### src/rtl/heart_led_pwm.sv
// Heartbeat LED driver: maps the heartbeat phase to a "lub-dub" brightness envelope,
// slews the brightness once per PWM period and drives an active-low LED.
module heart_led_pwm #(
    parameter int PWM_DIV = 4,
    parameter int SLEW    = 16
) (
    input  logic       clk_in,
    input  logic       rst_in,
    input  logic       en_in,
    input  logic [3:0] heart_cnt_in,
    output logic       led_n_out,
    output logic       beat_out,
    output logic [7:0] level_out,
    output logic       err_out
);

    localparam logic [7:0] DIV_LAST = 8'(PWM_DIV - 1);
    localparam logic [8:0] SLEW_9   = 9'(SLEW);

    // Phases 4..15 are dark; out-of-range phases fall through to the dark default.
    function automatic logic [7:0] phase_target(input logic [3:0] phase);
        logic [7:0] t;
        case (phase)
            4'd0:    t = 8'd255;
            4'd1:    t = 8'd96;
            4'd2:    t = 8'd192;
            4'd3:    t = 8'd32;
            default: t = 8'd0;
        endcase
        return t;
    endfunction

    logic [3:0] cnt_q;
    logic [3:0] cnt_prev;
    logic [7:0] target;
    logic [7:0] presc;
    logic [7:0] pwm_cnt;
    logic [7:0] level;
    logic       tick;
    logic       period_end;
    logic [8:0] level_up;
    logic [8:0] level_dn;
    logic [7:0] level_next;

    // Period timing and the clamped slew step, all in 9 bits so nothing wraps.
    always_comb begin
        tick       = (presc == DIV_LAST);
        period_end = tick && (pwm_cnt == 8'd255);
        level_up   = {1'b0, level} + SLEW_9;
        level_dn   = {1'b0, level} - SLEW_9;
        level_next = level;
        if (level < target) begin
            if (level_up > {1'b0, target}) begin
                level_next = target;
            end else begin
                level_next = level_up[7:0];
            end
        end else if (level > target) begin
            if (({1'b0, level} < SLEW_9) || (level_dn < {1'b0, target})) begin
                level_next = target;
            end else begin
                level_next = level_dn[7:0];
            end
        end else begin
            level_next = level;
        end
    end

    // Phase input pipeline and target lookup.
    always_ff @(posedge clk_in or posedge rst_in) begin
        if (rst_in) begin
            cnt_q    <= 4'd0;
            cnt_prev <= 4'd0;
            target   <= 8'd0;
        end else begin
            cnt_q    <= heart_cnt_in;
            cnt_prev <= cnt_q;
            target   <= phase_target(cnt_q);
        end
    end

    // Prescaler and free-running PWM counter; both parked at 0 while disabled.
    always_ff @(posedge clk_in or posedge rst_in) begin
        if (rst_in) begin
            presc   <= 8'd0;
            pwm_cnt <= 8'd0;
        end else if (!en_in) begin
            presc   <= 8'd0;
            pwm_cnt <= 8'd0;
        end else if (tick) begin
            presc   <= 8'd0;
            pwm_cnt <= pwm_cnt + 8'd1;
        end else begin
            presc   <= presc + 8'd1;
            pwm_cnt <= pwm_cnt;
        end
    end

    // Brightness level moves only at the end of a PWM period.
    always_ff @(posedge clk_in or posedge rst_in) begin
        if (rst_in) begin
            level <= 8'd0;
        end else if (!en_in) begin
            level <= 8'd0;
        end else if (period_end) begin
            level <= level_next;
        end else begin
            level <= level;
        end
    end

    // Registered LED drive, beat pulse and sticky out-of-range flag.
    always_ff @(posedge clk_in or posedge rst_in) begin
        if (rst_in) begin
            led_n_out <= 1'b1;
            beat_out  <= 1'b0;
            err_out   <= 1'b0;
        end else begin
            led_n_out <= ~(en_in && (level > pwm_cnt));
            beat_out  <= en_in && (cnt_q == 4'd0) && (cnt_prev == 4'd7);
            err_out   <= err_out || (cnt_q > 4'd7);
        end
    end

    assign level_out = level;

endmodule

### config.mk
export PLATFORM = sky130hd
export DESIGN_NAME = heart_led_pwm
export DESIGN_NICKNAME = d
export VERILOG_FILES = /design/src/rtl/heart_led_pwm.sv
export SDC_FILE = /design/constraint.sdc
export NUM_CORES = 1
export LEC_CHECK = 0
export BUFFER_PORTS_ARGS = -buffer_cell sky130_fd_sc_hd__buf_2
export CAP_MARGIN = 30
export CORE_MARGIN = 2
export CORE_UTILIZATION = 48
export CTS_BUF_LIST = sky130_fd_sc_hd__clkbuf_4 sky130_fd_sc_hd__clkbuf_8
export DETAILED_ROUTE_END_ITERATION = 8
export HOLD_SLACK_MARGIN = 0.08
export PLACE_DENSITY = 0.7
export SLEW_MARGIN = 10
export SYNTH_ARGS = -nofsm -noshare
export SYNTH_HDL_FRONTEND = slang
export SYNTH_SLANG_ARGS = --single-unit
### constraint.sdc
create_clock -name clk_in -period 7.6 [get_ports clk_in]
set_input_delay 0 -clock clk_in [delete_from_list [all_inputs] [get_ports clk_in]]
set_output_delay 0 -clock clk_in [all_outputs]
set_load 0.01 [all_outputs]
==> metrics.md <==
| Metric | Value |
|---|---|
| Reg-to-Reg End | level_out[6]$_DFFE_PP0P_ |
| Worst Hold Launch | en_in |
| Placed Instances | 281 |
| Slew margin rel. | 0.645 |
| DR vias | about 1,600 |
| Slowest CP cell | dfrtp_1 |
| Leak | roughly 1.2 nW |
| CP required | 7.81 ns |
| Largest net degree at the start of global routing | 37 |
| Total power | 0.000403 W |
| CP peak stage delay | around 0.54 ns |
| Worst r2r src | level_out[4]$_DFFE_PP0P_ |
| Antenna violation net count after detailed routing | 0 |
| Minimum hold slack | approximately 0.08 ns |
| Met3 wire length | 157 µm |
| Mapped Nets | 252 |
| Library cells used by synthesis | 50 |
| N_diodes | 0 |
| First-pass GRT wire length | ~7300 µm |
| Min Tclk post-route | 2.80 ns |
| Std-Cell Rows | 24 |
| Setup TNS Final | 0 ns |
| Top-Level Pins | 18 |
| Crit. End Element | flip-flop |
| Fmax | 0.357 GHz |
| Reg2reg setup slack | 4.80 ns |
| CP Cell Sequence | inv_1 -> ha_1 -> xor2_1 -> ha_1 -> a21o_1 -> a221o_1 -> a41oi_2 -> or3_1 -> o221ai_1 -> a41oi_2 |
| Starting Density | 0.505 |
| Cell Area, Synth | 2230 µm² |
| Power per Cell Area | 161 nW/µm² |
| Leading cell types in the layout, fill and taps excluded | 35 x dfrtp_1, 26 x ha_1, 18 x inv_1 |
| VDD IR max | 0.190 mV |
| Area delta synth->final | 12.2% |
| Clock-pin slew of the registers on the worst-case setup and hold paths | ~0.07 ns |
| Area share of the largest cell type after synthesis | 0.393 |
| Sw Share | 0.222 |
| Predominant post-synthesis flop cell | dfrtp_1 |
| Die width | around 70 µm |
| Drt drc | 0 |
| Initial antenna violation count | 0 |
| YS warnings | 0 |
| CTS Root Cell | clkbuf_8 |
| Final Setup Violations | 0 |
| Clk Latency, worst-skew pair | 0.29 ns |
| Comb pwr share | 0.089 |
| Clock Tree Buf Depth | 2 |
| Tcrit/Tclk final | 0.369 |
| CTS tree | built |
| Routed wl met2 | 1990 µm |
| Final hold viol count | 0 |
| Commonest non-fill, non-tap cell in the layout | dfrtp_1 |
| Worst-path fanout max | 10 |
| Status | completed |
| Drt pass-1 iters | 4 |
| Chip Height | 72.2 µm |
| Vias in the first global route | 1,642 |
| Post-Syn Instances | ~220 |
| Vias/cell | roughly 5.5 |
| Clk sink count | 36 |
| Fin cells | 294 |
| Post-synth ARST share | 1.00 |
| Slew Limit Fails | 0 |
| Worst hold-check path type | input port to flip-flop |
| Synth top area cells | dfrtp_1 39%, ha_1 15%, inv_1 3.0% |
| Clock power share | 0.409 |
| Drt wl/cell | 14.1 µm |
| DRT iter0 DRCs | a little under 90 |
| GP Congestion | 0.836 |
| RSZ-0062 raised after global routing | no |
| Met1 Wirelength | 1930 µm |
| Nets | 274 |
| CORE AREA | approximately 4400 µm² |
| Net switching power | 0.0000896 W |
| Layout Skew | 0.00516 ns |
| Fin worst setup slack | ~4.8 ns |
| Hold depth | 2 |
| Grt ovf | 0 |
| Max-cap viol count | 0 |
| Drt total wl | roughly 4200 µm |
| CTS buffer count | 5 |
| Worst setup SP type | flip-flop |
| Hold endpoint | led_n_out$_DFF_PP1_ |
| Seq/Total Area, Yosys | 0.405 |
| Arr. time, crit path | 3.01 ns |
| Post-synth top area cell | dfrtp_1 |
| Post-CTS Setup Bufs | 0 |
| Buffers & Inverters on Critical Path | 1 |
| Cell family with most CP delay | compound AO/OA/AOI/OAI gates |
| Critical path type | flip-flop to flip-flop |
| Die area | 5210 µm² |
| # hold bufs at CTS | 5 |
| Post-DP HPWL | 3000 µm |
| Post-CTS Resized | 0 |
| Syn_area_per_cell | 10.2 µm² |
| Measured slew at the worst slew-check pin | 0.528 ns |
| Number of synthesized register bits | 36 |
| Port bufs | 17 |
| DR top layer | met4 |
| Internal cell power | 0.000313 W |
| Layout cells sized above 1 | 0.153 |
| Number of synthesized flops with an enable pin | 0 |
| Seq pwr share | 0.502 |
| H-Tree Depth | 2 |
| GRT Util Overall | 0.178 |
| Reg2Reg Depth | 10 |
| Setup WS pre-CTS | between 4 and 5 ns |
## per-stage QoR
stage / cell area [µm²] / util
2_1_floorplan: 2230 / -
3_3_place_gp: 2340 / 0.530
3_5_place_dp: 2340 / 0.530
4_1_cts: 2500 / 0.567
5_1_grt: 2500 / 0.567
6_report: 2500 / 0.567
## layout make-up
type | count | area [µm²]
fillers | 387 | 1910
inverters | 18 | 67.6
multi-input cells | 157 | 1210
flip-flops and latches | 36 | 902
clock inverters | 2 | 35.0
repair buffers | 23 | 143
clock buffers | 6 | 76.3
well taps | 52 | 65.1
## worst max-delay path by stage
stage,endpoint,from,cells after the start
floorplan,level_out[6]$_DFFE_PP0P_,level_out[6]$_DFFE_PP0P_,10
global placement,level_out[7]$_DFFE_PP0P_,level_out[4]$_DFFE_PP0P_,9
detailed placement,level_out[6]$_DFFE_PP0P_,level_out[6]$_DFFE_PP0P_,8
CTS,level_out[6]$_DFFE_PP0P_,level_out[6]$_DFFE_PP0P_,8
global route,level_out[4]$_DFFE_PP0P_,level_out[6]$_DFFE_PP0P_,8
finish,level_out[6]$_DFFE_PP0P_,level_out[4]$_DFFE_PP0P_,10
## cell families after synthesis
group	share of synthesized area
XOR/XNOR	0.0550
adder cells (fa/ha/maj)	0.146
AND/OR/NAND/NOR	0.182
AO/OA/AOI/OAI	0.152
flip-flops	0.405
multiplexers	0.00954
buffers and inverters	0.0516
## sequential cells by signal, indices dropped and copies added (netlist names)
name,count
pwm_cnt,8
cnt_prev,4
led_n_out,1
level_out,5
beat_out,1
cnt_q,4
err_out,1
presc,8
target,4
## metal layers
| metal | up-vias | global-route usage |
|---|---|---|
| li1 | 819 | - |
| met1 | 773 | 0.237 |
| met2 | 31 | 0.288 |
| met3 | 8 | 0.0389 |
| met4 | 0 | 0.0608 |
| met5 | - | 0 |
## cells in the mapped netlist, types with 5 or more instances
cell	instances
a21oi_1	5
nand3_1	12
nor2_1	8
nand2_1	12
a21o_1	7
o21ai_0	8
inv_1	18
xnor2_1	7
dfrtp_1	35
ha_1	26
xor2_1	7
and2_1	6
## power groups by stage
| stage | sequential, W | clock [W] | combinational (W) |
|---|---|---|---|
| floorplan | 0.000205 | 0 | 0.0000255 |
| global placement | 0.000206 | 0 | 0.0000338 |
| detailed placement | 0.000206 | 0 | 0.0000341 |
| CTS | 0.000202 | 0.000169 | 0.0000364 |
| global route | 0.000203 | 0.000177 | 0.0000410 |
| finish | 0.000202 | 0.000165 | 0.0000361 |
## worst register-to-register path, cell delays in order, from the launching register on
cell and delay (ns):
dfrtp_1 0.54, inv_1 0.12, ha_1 0.26, xor2_1 0.16, ha_1 0.32, a21o_1 0.17
a221o_1 0.32, a41oi_2 0.22, or3_1 0.27, o221ai_1 0.17, a41oi_2 0.17
No activity file was read; power rests on OpenSTA's default activity.
